<file path="src/rtl/calc_pkg.sv">
// Shared opcode constants and FSM state type for the sequential calculator.
package calc_pkg;

    localparam logic [2:0] OP_ADD_AB = 3'b000;
    localparam logic [2:0] OP_SUB_AB = 3'b001;
    localparam logic [2:0] OP_ABS_B  = 3'b010;
    localparam logic [2:0] OP_ADD_BA = 3'b100;
    localparam logic [2:0] OP_SUB_BA = 3'b101;
    localparam logic [2:0] OP_ABS_A  = 3'b110;

    typedef enum logic [1:0] {
        ST_IDLE = 2'd0,
        ST_EXEC = 2'd1,
        ST_RESP = 2'd2
    } state_t;

endpackage

</file>
<file path="src/rtl/calc_alu.sv">
// Combinational ALU: add/sub in either operand order, or abs of A/B, with signed overflow.
// Zero latency; no flow control.
module calc_alu
    import calc_pkg::*;
#(
    parameter int W = 16
) (
    input  logic [2:0]   op_i,
    input  logic [W-1:0] a_i,
    input  logic [W-1:0] b_i,
    output logic [W-1:0] r_o,
    output logic         ovf_o
);

    logic [W-1:0] first;
    logic [W-1:0] second;
    logic [W-1:0] sum;
    logic [W-1:0] dif;
    logic [W-1:0] absv;

    always_comb begin
        // op[2] swaps operand order; for the abs group it selects A instead of B.
        first  = op_i[2] ? b_i : a_i;
        second = op_i[2] ? a_i : b_i;
        absv   = op_i[2] ? a_i : b_i;
        sum    = first + second;
        dif    = first - second;
        r_o    = '0;
        ovf_o  = 1'b0;
        case (op_i)
            OP_ADD_AB, OP_ADD_BA: begin
                r_o   = sum;
                ovf_o = (first[W-1] == second[W-1]) && (sum[W-1] != first[W-1]);
            end
            OP_SUB_AB, OP_SUB_BA: begin
                r_o   = dif;
                ovf_o = (first[W-1] != second[W-1]) && (dif[W-1] != first[W-1]);
            end
            default: begin
                r_o   = absv[W-1] ? -absv : absv;
                // Only the most negative value stays negative after negation.
                ovf_o = absv[W-1] && r_o[W-1];
            end
        endcase
    end

endmodule

</file>
<file path="src/rtl/seq_calc.sv">
// Accumulator calculator: IDLE -> EXEC -> RESP, result valid 2 cycles after accept, 1 cmd / 2 cycles.
// Backpressure: res_ready low holds RESP and blocks commands. Define SEQ_CALC_STICKY_OVF_EN for sticky_ovf.
module seq_calc
    import calc_pkg::*;
#(
    parameter int W = 16
) (
    input  logic         clk,
    input  logic         rst,
    input  logic         cmd_valid,
    output logic         cmd_ready,
    input  logic         cmd_load,
    input  logic [2:0]   cmd_op,
    input  logic [W-1:0] cmd_x,
    output logic         res_valid,
    input  logic         res_ready,
    output logic [W-1:0] res_r,
    output logic         res_ovf,
    output logic [W-1:0] acc,
    output logic         sticky_ovf
);

    state_t       state_q, state_d;
    logic         ld_q;
    logic [2:0]   op_q;
    logic [W-1:0] x_q;
    logic [W-1:0] acc_q;
    logic [W-1:0] res_r_q;
    logic         res_ovf_q;
    logic         accept;
    logic [W-1:0] alu_r;
    logic         alu_ovf;
    logic [W-1:0] exec_r;
    logic         exec_ovf;

    always_ff @(posedge clk or posedge rst) begin
        if (rst) state_q <= ST_IDLE;
        else     state_q <= state_d;
    end

    always_comb begin
        state_d = state_q;
        case (state_q)
            ST_IDLE: if (cmd_valid) state_d = ST_EXEC;
            ST_EXEC: state_d = ST_RESP;
            ST_RESP: if (res_ready) state_d = cmd_valid ? ST_EXEC : ST_IDLE;
            default: state_d = ST_IDLE;
        endcase
    end

    always_comb begin
        cmd_ready = (state_q == ST_IDLE) || ((state_q == ST_RESP) && res_ready);
        res_valid = (state_q == ST_RESP);
    end

    assign accept = cmd_valid & cmd_ready;

    always_ff @(posedge clk or posedge rst) begin
        if (rst) begin
            ld_q <= 1'b0;
            op_q <= '0;
            x_q  <= '0;
        end else if (accept) begin
            ld_q <= cmd_load;
            op_q <= cmd_op;
            x_q  <= cmd_x;
        end
    end

    calc_alu #(.W(W)) u_alu (
        .op_i  (op_q),
        .a_i   (acc_q),
        .b_i   (x_q),
        .r_o   (alu_r),
        .ovf_o (alu_ovf)
    );

    assign exec_r   = ld_q ? x_q : alu_r;
    assign exec_ovf = ld_q ? 1'b0 : alu_ovf;

    always_ff @(posedge clk or posedge rst) begin
        if (rst) begin
            acc_q     <= '0;
            res_r_q   <= '0;
            res_ovf_q <= 1'b0;
        end else if (state_q == ST_EXEC) begin
            acc_q     <= exec_r;
            res_r_q   <= exec_r;
            res_ovf_q <= exec_ovf;
        end
    end

`ifdef SEQ_CALC_STICKY_OVF_EN
    logic sticky_q;

    always_ff @(posedge clk or posedge rst) begin
        if (rst) begin
            sticky_q <= 1'b0;
        end else if (state_q == ST_EXEC) begin
            if (ld_q)          sticky_q <= 1'b0;
            else if (exec_ovf) sticky_q <= 1'b1;
        end
    end

    assign sticky_ovf = sticky_q;
`else
    assign sticky_ovf = 1'b0;
`endif

    assign acc     = acc_q;
    assign res_r   = res_r_q;
    assign res_ovf = res_ovf_q;

endmodule

</file>
<file path="config.mk">
export PLATFORM = sky130hd
export DESIGN_NAME = seq_calc
export DESIGN_NICKNAME = d
export VERILOG_FILES = /design/src/rtl/calc_pkg.sv /design/src/rtl/calc_alu.sv /design/src/rtl/seq_calc.sv
export SDC_FILE = /design/constraint.sdc
export NUM_CORES = 1
export LEC_CHECK = 0
export ABC_AREA = 1
export CORE_MARGIN = 10
export CORE_UTILIZATION = 45
export CTS_CLUSTER_SIZE = 10
export DETAILED_ROUTE_END_ITERATION = 7
export GPL_TIMING_DRIVEN = 0
export HOLD_SLACK_MARGIN = 0.12
export PLACE_DENSITY = 0.67
export SYNTH_ARGS = -nofsm -noshare
export SYNTH_HDL_FRONTEND = slang
export SYNTH_SLANG_ARGS = --single-unit
</file>
<file path="constraint.sdc">
create_clock -name clk -period 3.4 [get_ports clk]
set_clock_uncertainty 0.2 [all_clocks]
set_input_delay 0.51 -clock clk [delete_from_list [all_inputs] [get_ports clk]]
set_output_delay 0.51 -clock clk [all_outputs]
set_load 0.01 [all_outputs]
</file>
* Yosys cells after proc, flatten, opt, wreduce, memory -nomap -nowiden
Cells that the tools add are included.
Cells by class: add/sub/neg operators 3, equal/unequal tests 11, bitwise operators 1, muxes and demuxes 11, shifts and indexed selects 0, magnitude comparators 0, reduce and logical (&&, ||, !) cells 10, multiply operators 0, div/mod/pow operators 0
Operators with widths (number):
- $mux 16 | 4
- $pmux 16 s2 | 1
- $add 16x16->16 | 1
- $neg 16->16 | 1
- $sub 16x16->16 | 1
- $eq 3x3->1 const B | 2
- $pmux 2 s3 | 1
- $logic_and 1x1->1 | 4
- $mux 2 | 2
- $reduce_or 2->1 | 2
- $eq 3x1->1 const B | 1
- $logic_not 3->1 | 1
- $ne 1x1->1 | 3
- $eq 2x1->1 const B | 1
- $eq 2x2->1 const B | 1
- $logic_not 2->1 | 1
- $mux 1 | 2
- $ne 2x1->1 const B | 1
- $ne 2x2->1 const B | 1
- $pmux 1 s2 | 1
- $reduce_and 2->1 | 1
- $and 1x1->1 | 1
- $eq 1x1->1 | 1
- $logic_or 1x1->1 | 1
Storage, ports and cells: bits in registers 39, bits in read-only memories 0, latch bits 0, memory bits (writable) 0, memories kept 0, input bits 24

* Depth between registers and ports, before layout
Gate-level depths: netlist of the first run.
depth in word-level cells 6, mapped depth 22, depth with buffers taken out 19

* Cells and area by module
A second synthesis of the first run with hierarchy kept.
Unflattened totals: cell total of the unflattened synthesis 834, area total of the unflattened synthesis 4929.7 um^2
By module, submodules not included:
- calc_alu | seq. area each 0.0 um^2, cells an instance 591, area each 3027.9 um^2, instances 1
- seq_calc | seq. area each 975.9 um^2, cells an instance 243, area each 1901.8 um^2, instances 1

* Least setup slack after synthesis of the first run
OpenSTA, ideal clock, no wires.
path type flip-flop to flip-flop, start point reg op_q[2], end point reg res_r_q[15], in the netlist res_r[15], setup time 117 ps, buffers on the path 5, stages on the path, launching flop included 18, data required time 3083 ps, arrival 2856 ps, slack 228 ps, clock period less this slack 3172 ps, path through dfrtp_1 -> buf_6 -> buf_12 -> clkbuf_1 -> clkbuf_1 -> o21ai_0 -> ha_1 -> clkbuf_1 -> inv_1 -> a21o_1 -> a21oi_1 -> nor2_1 -> nor2_1 -> nand3_1 -> nand3_1 -> nand3_1 -> nand2_1 -> nand2_1
Between the ends: longest elaborated chain between the ends 5, elaborated cells between the ends (all ways) 14, classes of those cells add/sub: 3; eq/ne: 3; mux: 5; reduce/logical: 3
Ends and longest elaborated chain:
- start: declaration | line seq_calc.sv:25 | logic [2:0] op_q;
- start signal: assignment | line seq_calc.sv:65 | op_q <= cmd_op;
- $mux 16 | line calc_alu.sv:24, calc_alu.sv:25
- $neg 16->16 | line calc_alu.sv:40 | r_o = absv[W-1] ? -absv : absv;
- $mux 16 | line calc_alu.sv:40
- $pmux 16 s2 (*) | line calc_alu.sv:30 | case (op_i)
- $mux 16 (*) | line seq_calc.sv:78 | assign exec_r = ld_q ? x_q : alu_r;
- end signal: assignment | line seq_calc.sv:88 | res_r_q <= exec_r;
- end: declaration | line seq_calc.sv:28 | logic [W-1:0] res_r_q;
Every way passes the cells marked *; elsewhere a longest branch is shown, timed or not. A chain may end at the register's enable or synchronous reset.

* Worst setup path after layout of the first run
start point reg op_q[2], end point reg res_ovf_q, in the netlist res_ovf
Between the ends: longest elaborated chain between the ends 6, elaborated cells between the ends (all ways) 21, classes of those cells add/sub: 3; eq/ne: 7; mux: 5; reduce/logical: 6
Ends and longest elaborated chain:
- $mux 16 (on tied branches) | line calc_alu.sv:24, calc_alu.sv:25, calc_alu.sv:23
- $neg 16->16 (tied with other cells) | line calc_alu.sv:40
- $mux 16 (tied with other cells) | line calc_alu.sv:40
- $logic_and 1x1->1 (on tied branches) | line calc_alu.sv:42, calc_alu.sv:33, calc_alu.sv:37
- $pmux 1 s2 (*) | line calc_alu.sv:30
- $mux 1 (*) | line seq_calc.sv:79 | assign exec_ovf = ld_q ? 1'b0 : alu_ovf;
- end signal: assignment | line seq_calc.sv:89 | res_ovf_q <= exec_ovf;
- end: declaration | line seq_calc.sv:29 | logic res_ovf_q;
Marks and branches as above.

==> metrics.md, run 1 <==
| Metric | Value |
|---|---|
| Initial antenna violation count | 0 |
| Io pins | 60 |
| Rows | 36 |
| Clk pin slew, worst setup/hold paths | 80 ps |
| DRC Markers | 0 |
| RSZ-0062 raised after global routing | yes |
| Cts hold-fix bufs | 0 |
| CP Capture Type | flop |
| CTS tree | done |
| Final min period | 3230 ps |
| Max incr delay on CP | 410 ps |
| Rel. slew slack | 44.8% |
| Grt ovf | 0 |
| Area Growth Syn to Fin | 19.1% |
| Largest net degree at the start of global routing | 40 |
| Via density | 5.37 |
| Buf/Inv on CP | 4 |
| WP data required | 3390 ps |
| Leading cell types in the layout, fill and taps excluded | nand2_1, inv_1, nand3_1, nor2_1, clkdlybuf4s50_1 |
| Min Hold Slack | 313 ps |
| Max clock buf depth | 2 |
| Total track usage | 22.2% |
| Ant diodes | 0 |
| DR vias | 5,216 |
| Die Area | 14,600 um2 |
| Ys Warns | 0 |
| CP Max Fanout | 19 |
| Max-Cap Viols | 0 |
| Total Routed Length | 16,200 um |
| Static Leak | 2.80 nW |
| ANT nets after route | 0 |
| Crit-path cells | buf_6 -> buf_12 -> clkbuf_4 -> o21ai_1 -> ha_1 -> clkbuf_1 -> nor2_1 -> nand3_1 -> nor3_1 -> nand2_1 -> nand2_1 -> nand2_1 -> nand3_1 -> nand3_1 -> nand2_1 -> nand2_1 |
| Crit path max-delay family | simple AND/OR/NAND/NOR gates |
| Highest-delay cell along the critical path | dfrtp_2 |
| Max H-tree Level | 2 |
| Worst Tran Pin Value | 827 ps |
| Cell seen most often among critical-path stages | nand2_1 |
| CP arrival | 3220 ps |
| Flops & latches, synth | 39 |
| Setup CP Type | flop to flop |
| Status | completed |
| Clk Tree Root Cell | clkbuf_8 |
| Fin nets | 894 |
| DIE WIDTH | 121 um |
| Area of the core | 9860 um2 |
| Ys flop type | dfrtp_1 |
| Period utilization | 95.1% |
| Worst skew pair latency | 310 ps |
| Initial DRC count | 461 |
| Reg2Reg Depth | 16 |
| DR WL/cell | 16.7 um |
| Netlist cell types | 42 |
| Total power | 0.00564 W |
| Post-synthesis sequential area ratio | 21.3% |
| Worst setup SP type | flop |
| Vias in the first global route | 5,023 |
| Mapped Nets | 834 |
| Final setup violation count | 0 |
| Synthesized cell area | 4580 um2 |
| Commonest non-fill, non-tap cell in the layout | nand2_1 |
| Routability cong. | 0.991 |
| Layout cell share with drive strength beyond 1 | 8.22% |
| Chip height | 121 um |
| Syn avg cell area | 5.89 um2 |
| Peak supply drop | 0.452 mV |
| IO buf count | 58 |
| Synthesized netlist cell count | 778 |
| Post-DP HPWL | 13,100 um |
| Clk sinks | 39 |
| Final Max Slew Viols | 0 |
| Min-delay worst type | flop to flop |
| EDFF count, synth | 0 |
| WHS Path Cells | 1 |
| Drt pass-1 iters | 5 |
| Hold Vio Cnt, Final | 0 |
| CTS buffer count | 5 |
| P per Cell Area | 1030 nW/um2 |
| FMAX | 0.309 GHz |
| First-pass GRT wire length | 26,200 um |
| CP Depth | 16 |
| Post-synth ARST share | 100% |
| Starting Density | 46.5% |
-- worst paths after layout --
path | start | to | slack (ps)
worst max-delay path | op_q[2]$_DFFE_PP0P_ | res_ovf$_DFFE_PP0N_ | 170
worst min-delay path | state_q[0]$_DFFE_PP0P_ | state_q[1]$_DFFE_PP0P_ | 310
worst max register to register | op_q[2]$_DFFE_PP0P_ | res_ovf$_DFFE_PP0N_ | 170
worst min register to register | state_q[0]$_DFFE_PP0P_ | state_q[1]$_DFFE_PP0P_ | 310
max in group asynchronous | rst | op_q[2]$_DFFE_PP0P_ | 1930
min in group asynchronous | rst | res_r[3]$_DFFE_PP0N_ | 490
-- through the flow --
| stage | std cells | TNS [ps] | utilization (%) | instance area (um2) | setup WS (ps) |
|---|---|---|---|---|---|
| 2_1_floorplan | 778 | 0 | - | 4580 | 228 |
| 3_3_place_gp | 969 | -8770 | 54.0 | 5330 | -817 |
| 4_1_cts | 975 | 0 | 54.9 | 5420 | 42.2 |
| 6_report | 972 | 0 | 55.3 | 5460 | 168 |
| 5_1_grt | 972 | -11.4 | 55.3 | 5460 | -8.97 |
| 3_5_place_dp | 969 | -9530 | 54.0 | 5330 | -869 |
-- cell usage after synthesis, drive strengths merged, types with 3 or more instances --
cell type / count / share of area (%)
a21oi: 35 / 3.8
buf: 23 / 4.0
clkbuf: 23 / 1.9
dfrtp: 39 / 21
ha: 30 / 8.2
inv: 97 / 7.9
nand2: 251 / 21
nand3: 85 / 9.5
nand3b: 3 / 0.49
nand4: 15 / 2.0
nor2: 76 / 6.4
nor3: 4 / 0.44
o21ai: 73 / 9.0
o21bai: 3 / 0.49
or2: 4 / 0.55
-- cell type report --
type	count	area, um2
fillers	1012	4410
multi-input cells	594	3010
flip-flops and latches	39	977
repair buffers	60	596
inverters	99	372
plain buffers	39	253
well taps	133	166
clock buffers	7	76.3
clock inverters	1	5.00
-- repair_timing --
action | in CTS | in global routing
resized for setup | 7 | 27
pin swaps | 0 | 2
setup buffers | 1 | 1
setup endpoints to repair | 15 | 12
-- logic make-up (layout without fill, tap and decap cells) --
| logic type | count (synthesis) | in the layout | share of synthesized area [%] |
|---|---|---|---|
| fa+ha+maj | 32 | 32 | 9.06 |
| buf+inv | 145 | 206 | 14.0 |
| simple gates | 440 | 440 | 40.6 |
| other cells | 1 | 1 | 0.0818 |
| compound gates | 120 | 120 | 14.7 |
| flops | 39 | 39 | 21.3 |
| xor+xnor | 1 | 1 | 0.191 |
-- power breakdown --
part,internal (W),switching [W],leakage [nW]
Sequential,0.000622,0.000175,0.480
Combinational,0.00166,0.00287,2.28
Clock,0.000144,0.000171,0.0422
Total,0.00243,0.00322,2.80
-- state kept, by name (all words and copies together), names as in the netlist --
| signal | cells |
|---|---|
| res_r | 16 |
| ld_q | 1 |
| x_q | 16 |
| state_q | 2 |
| op_q | 3 |
| res_ovf | 1 |
-- routing by layer --
layer | track usage (%) | routed length [um] | part of all wire [%] | vias up
met5 | 0 | 0 | 0 | -
met4 | 6.26 | 235 | 1.4 | 0
met3 | 3.44 | 1040 | 6.4 | 19
met2 | 36.0 | 7400 | 46 | 197
met1 | 29.6 | 7570 | 47 | 2412
li1 | - | - | - | 2588
-- worst register-to-register path, cell delays in order, from the launching register on --
cell	delay (ps)
dfrtp_2	410
buf_6	160
buf_12	160
clkbuf_4	210
o21ai_1	300
ha_1	290
clkbuf_1	230
nor2_1	240
nand3_1	130
nor3_1	170
nand2_1	160
nand2_1	120
nand2_1	60
nand3_1	60
nand3_1	90
nand2_1	80
nand2_1	60
Power figures use the tool's default switching activity.
==> run 2: changes to the inputs <==
- CELL_PAD_IN_SITES_DETAIL_PLACEMENT: not set -> 1
- CELL_PAD_IN_SITES_GLOBAL_PLACEMENT: not set -> 1
- CORE_UTILIZATION: 45 -> 35
- PLACE_DENSITY: 0.67 -> 0.75
==> run 2 against run 1 <==
Against the previous run:
- highest routed layer is now met5
- critical path type unchanged
- combinational power is 5.1% higher
- routed wire length rose by 13%
- critical endpoint unchanged
- worst setup slack better by 42 ps
- via count grew 2.2%
==> metrics.md, run 2 (synthesized netlist as in run 1, its figures left out) <==
| Metric | Value |
|---|---|
| Period utilization | 93.8% |
| Largest net degree at the start of global routing | 40 |
| First-pass GRT wire length | 29,400 um |
| Max H-tree Level | 2 |
| Max-Cap Viols | 0 |
| Final min period | 3190 ps |
| Static Leak | 2.84 nW |
| CP Max Fanout | 19 |
| Io pins | 60 |
| Clk sinks | 39 |
| Drt pass-1 iters | 5 |
| WP data required | 3430 ps |
| Fin nets | 895 |
| CP arrival | 3220 ps |
| Initial DRC count | 358 |
| Ant diodes | 0 |
| Vias in the first global route | 5,507 |
| Worst Tran Pin Value | 850 ps |
| CTS tree | done |
| Design area | 5630 um2 |
| DR WL/cell | 18.2 um |
| FMAX | 0.313 GHz |
| Max clock buf depth | 2 |
| Reg2reg start | op_q[2]$_DFFE_PP0P_ |
| Fill count | 1,799 |
| Grt ovf | 0 |
| Worst setup SP type | flop |
| Setup CP Type | flop to flop |
| Area taken by multi-input logic gates | 3060 um2 |
| Final Max Slew Viols | 0 |
| Area of the core | 12,700 um2 |
| DRC Markers | 0 |
| Min-delay worst type | flop to flop |
| Status | completed |
| Cell Area, Placed | 5380 um2 |
| Starting Density | 36.0% |
| Post-DP HPWL | 15,200 um |
| Clk pin slew, worst setup/hold paths | 60 ps |
| Hold path startpoint | res_ovf$_DFFE_PP0N_ |
| IO buf count | 58 |
| Peak supply drop | 0.405 mV |
| Leading cell types in the layout, fill and taps excluded | nand2_1, inv_1, nand3_1, nor2_1, clkdlybuf4s50_1 |
| Commonest non-fill, non-tap cell in the layout | nand2_1 |
| Total Routed Length | 18,400 um |
| Reg area | 977 um2 |
| Total track usage | 20.3% |
| Chip height | 134 um |
| Layout cell share with drive strength beyond 1 | 9.76% |
| Routability cong. | 0.930 |
| Clk Tree Root Cell | clkbuf_16 |
| Cts hold-fix bufs | 0 |
| Final setup violation count | 0 |
| DR vias | 5,333 |
| Die Area | 18,100 um2 |
| Rel. slew slack | 43.2% |
| P per Cell Area | 1070 nW/um2 |
| Critical Path Start | op_q[2]$_DFFE_PP0P_ |
| Via density | 5.27 |
| Initial antenna violation count | 1 |
| Rows | 41 |
| Total power | 0.00603 W |
| CP Capture Type | flop |
| ANT nets after route | 0 |
| DIE WIDTH | 134 um |
| Area Growth Syn to Fin | 22.8% |
| Worst skew pair latency | 290 ps |
| CTS buffer count | 5 |
| Hold Vio Cnt, Final | 0 |
==> run 2: cell types whose count changed in the layout (fill, tap and decap cells not counted), moves of 3 or more <==
cell / before / now
buf_4: 19 / 23
clkbuf_1: 15 / 12
clkbuf_16: 0 / 5
clkbuf_8: 5 / 0
ha_1: 24 / 20
o21ai_0: 44 / 41
==> run 2: metal layers <==
layer	global-route usage, %	up-vias	wire [um]
met5	0	-	7
met4	5.44	2	208
met3	3.73	19	753
met2	33.5	97	8660
met1	26.4	2619	8800
li1	-	2596	-
==> run 2: worst max-delay path, stage by stage, from the launching register on <==
cell and delay (ps):
dfrtp_2 430, buf_6 170, buf_12 160, buf_4 190, o21ai_1 370, ha_4 250, inv_1 110, a21o_1 180
a21oi_1 240, nor2_1 80, nor2_1 200, nand2_1 120, nand2_1 80, nand3_1 70, nand3_1 120, nand2_1 70
nand2_1 70
==> run 2: final cells by class <==
class,instances,share of cell area [%]
multi-input combinational,594,54.4
sequential,39,17.4
timing repair buffer,63,11.0
inverter,99,6.60
buffer,37,4.36
tap,172,3.82
clock buffer,6,2.29
clock inverter,2,0.222
==> run 2: path summary, 6_finish.rpt <==
check                                      end  slack, ps  cells after the start
min in group asynchronous     ld_q$_DFFE_PP0P_        510                      2
hold reg to reg            res_ovf$_DFFE_PP0N_        310                      2
setup reg to reg           res_ovf$_DFFE_PP0N_        210                     16
max in group asynchronous  op_q[2]$_DFFE_PP0P_       1910                      2
hold / removal             res_ovf$_DFFE_PP0N_        310                      2
setup / recovery           res_ovf$_DFFE_PP0N_        210                     16
==> run 2: what timing repair did <==
action                                  in CTS  in global routing
gates cloned                                 0                  0
hold endpoints to repair                     0                  0
gates resized for setup                     19                 29
endpoints found under the setup margin      15                 13
buffers inserted                             0                  5
pin swaps                                    0                  2
==> run 2: report_power, final <==
group,internal (W),total (W),switching (W)
logic,0.00175,0.00476,0.00301
clock network,0.000271,0.000473,0.000201
registers,0.000623,0.000803,0.000181
total,0.00264,0.00603,0.00339
==> run 2: per-stage QoR <==
stage | util [%] | hold slack, ps | setup slack (ps) | setup TNS (ps) | std cells
floorplan | - | 272 | 228 | 0 | 778
global placement | 42.3 | 298 | -901 | -9610 | 1008
detailed placement | 42.3 | 287 | -927 | -10410 | 1008
CTS | 43.3 | 313 | 37.7 | 0 | 1009
global route | 44.2 | 362 | -41.6 | -62.8 | 1012
finish | 44.2 | 309 | 210 | 0 | 1012
==> run 3: changes to the inputs <==
- CORE_UTILIZATION: 35 -> 36
- PLACE_DENSITY: 0.75 -> 0.76
- SYNTH_HIERARCHICAL: not set -> 1
==> run 3 against run 2 <==
Against the previous run:
- worst setup slack got worse by 73 ps
- routed wire length is 5.5% lower
- hold slack got worse by 4.4 ps
- critical endpoint is now res_r[4]$_DFFE_PP0N_
==> metrics.md, run 3 <==
| Metric | Value |
|---|---|
| CP arrival | 3280 ps |
| DRC Markers | 0 |
| Final setup violation count | 0 |
| Fill count | 1,835 |
| P per Cell Area | 1020 nW/um2 |
| Leading cell types in the layout, fill and taps excluded | nand2_1, inv_1, nand3_1, clkdlybuf4s50_1, dfrtp_1 |
| Post-synth ARST share | 100% |
| M1 GR Usage | 23.6% |
| Post-synthesis sequential area ratio | 19.8% |
| Hold Vio Cnt, Final | 0 |
| Post-synth top cells | nand2_1, inv_1, nand3_1 |
| Routability cong. | 0.862 |
| DR WL/cell | 16.2 um |
| Rows | 42 |
| Vias in the first global route | 5,635 |
| Max-Cap Viols | 0 |
| Final min period | 3260 ps |
| DR vias | 5,418 |
| Cts hold-fix bufs | 0 |
| CP Max Fanout | 10 |
| Top-count cell post-synth | nand2_1 |
| Final Max Slew Viols | 0 |
| IO buf count | 58 |
| Total power | 0.00614 W |
| Via density | 5.04 |
| Grt ovf | 0 |
| Clk Tree Root Cell | clkbuf_16 |
| Static Leak | 3.22 nW |
| Max clock buf depth | 2 |
| Synth area leaders | nand2_1, dfrtp_1, nand3_1 |
| Die Area | 18,800 um2 |
| RSZ-0062 raised after global routing | yes |
| Io pins | 60 |
| Layout cell share with drive strength beyond 1 | 14.6% |
| Chip height | 137 um |
| Reg2Reg Depth | 17 |
| Total Routed Length | 17,400 um |
| Worst skew pair latency | 280 ps |
| Most Used Layer, Global Route | met2 |
| CP Capture Type | flop |
| Largest net degree at the start of global routing | 40 |
| Setup CP Type | flop to flop |
| Ys flop type | dfrtp_1 |
| Rel. slew slack | 46.3% |
| Clk sinks | 39 |
| Clk pin slew, worst setup/hold paths | 60 ps |
| Peak supply drop | 0.373 mV |
| Ant diodes | 0 |
| Total track usage | 18.6% |
| Max H-tree Level | 2 |
| WHS Path Cells | 2 |
| Commonest non-fill, non-tap cell in the layout | nand2_1 |
| Worst Tran Pin Value | 804 ps |
| Status | completed |
| CTS buffer count | 5 |
| Starting Density | 36.9% |
| CTS tree | done |
| EDFF count, synth | 0 |
| ANT nets after route | 0 |
| Worst setup SP type | flop |
| Initial DRC count | 222 |
| Drt pass-1 iters | 4 |
| Post-DP HPWL | 15,000 um |
| Met2 Use GR | 32.6% |
| FMAX | 0.306 GHz |
| First-pass GRT wire length | 28,200 um |
| Fin nets | 956 |
| Area Growth Syn to Fin | 22.6% |
| Met3 global-route usage | 1.58% |
| Top-area cell type share of the netlist area | 25.0% |
| Netlist cell types | 38 |
| Non-Filler Instances | 1,076 |
| DIE WIDTH | 137 um |
| Initial antenna violation count | 0 |
| Period utilization | 96.0% |
| Leading area contributor after synthesis | nand2_1 |
| WP data required | 3420 ps |
| Inst Count DP | 1,068 |
| Syn avg cell area | 5.91 um2 |
| Flops & latches, synth | 39 |
| Ys Warns | 6 |
| Mapped Nets | 891 |
| Synthesized netlist cell count | 834 |
| Synthesized cell area | 4930 um2 |
| Area of the core | 13,300 um2 |
| Min-delay worst type | flop to flop |
## run 3: cell type report
type	instances	area, um2	share of cell area (%)
plain buffers	49	403	6.67
clock buffers	6	129	2.13
clock inverters	2	12.5	0.207
inverters	107	405	6.71
multi-input cells	638	3310	54.8
flip-flops and latches	39	976	16.2
well taps	176	220	3.64
repair buffers	59	588	9.73
## run 3: final timing paths
path                                      from                   end  slack [ps]
max                        op_q[2]$_DFFE_PP0P_  res_r[4]$_DFFE_PP0N_         140
min                        op_q[2]$_DFFE_PP0P_   op_q[2]$_DFFE_PP0P_         300
max reg2reg                op_q[2]$_DFFE_PP0P_  res_r[4]$_DFFE_PP0N_         140
min reg2reg                op_q[2]$_DFFE_PP0P_   op_q[2]$_DFFE_PP0P_         300
max in group asynchronous                  rst  res_r[6]$_DFFE_PP0N_        1980
min in group asynchronous                  rst   x_q[14]$_DFFE_PP0P_         500
## run 3: where the power goes
group          leakage [nW]  internal, W  switching [W]
Combinational          2.67      0.00181        0.00308
Clock                0.0669     0.000270       0.000175
Sequential            0.489     0.000613       0.000199
Total                  3.22      0.00269        0.00345
## run 3: kinds of logic after synthesis
| logic type | Yosys count | synth area share (%) |
|---|---|---|
| and+or+nand+nor | 508 | 43.4 |
| adders and majority gates | 33 | 8.68 |
| AOI/OAI and AO/OA | 92 | 11.5 |
| xor gates and xnor gates | 4 | 0.711 |
| buffers and inverters | 157 | 15.8 |
| DFF | 39 | 19.8 |
| other | 1 | 0.0761 |
## run 3: metal layers
| layer | part of all wire (%) | routed length, um |
|---|---|---|
| met3 | 3.0 | 521 |
| met5 | 0 | 0 |
| met1 | 46 | 7950 |
| met2 | 49 | 8620 |
| met4 | 1.9 | 332 |
## run 3: worst max-delay path, cell delays in order, from the launching register on
cell	delay (ps)
dfrtp_1	360
buf_6	170
buf_6	160
buf_6	160
buf_6	150
nand2_1	70
o21ai_2	90
ha_1	260
buf_4	180
nor2_1	170
nand2_1	90
nand3_1	150
nor2_1	70
o311ai_1	580
nand2_1	130
nand2_1	90
nand2_1	50
nand2_1	60
## run 3: metrics by stage
step	area (um2)	setup slack (ps)	utilization, %	hold WS, ps	TNS [ps]
floorplan	4930	408	-	263	0
global placement	5730	-404	42.9	280	-3650
detailed placement	5730	-556	42.9	296	-5410
CTS	5900	2.64	44.2	311	0
global route	6040	-6.40	45.3	332	-14.0
finish	6040	137	45.3	304	0
## run 3: timing repair
action,4_1_cts,5_1_grt
resized for setup,16,56
buffers inserted,0,1
gates cloned,0,0
pin swaps,0,1
endpoints found under the setup margin,14,13
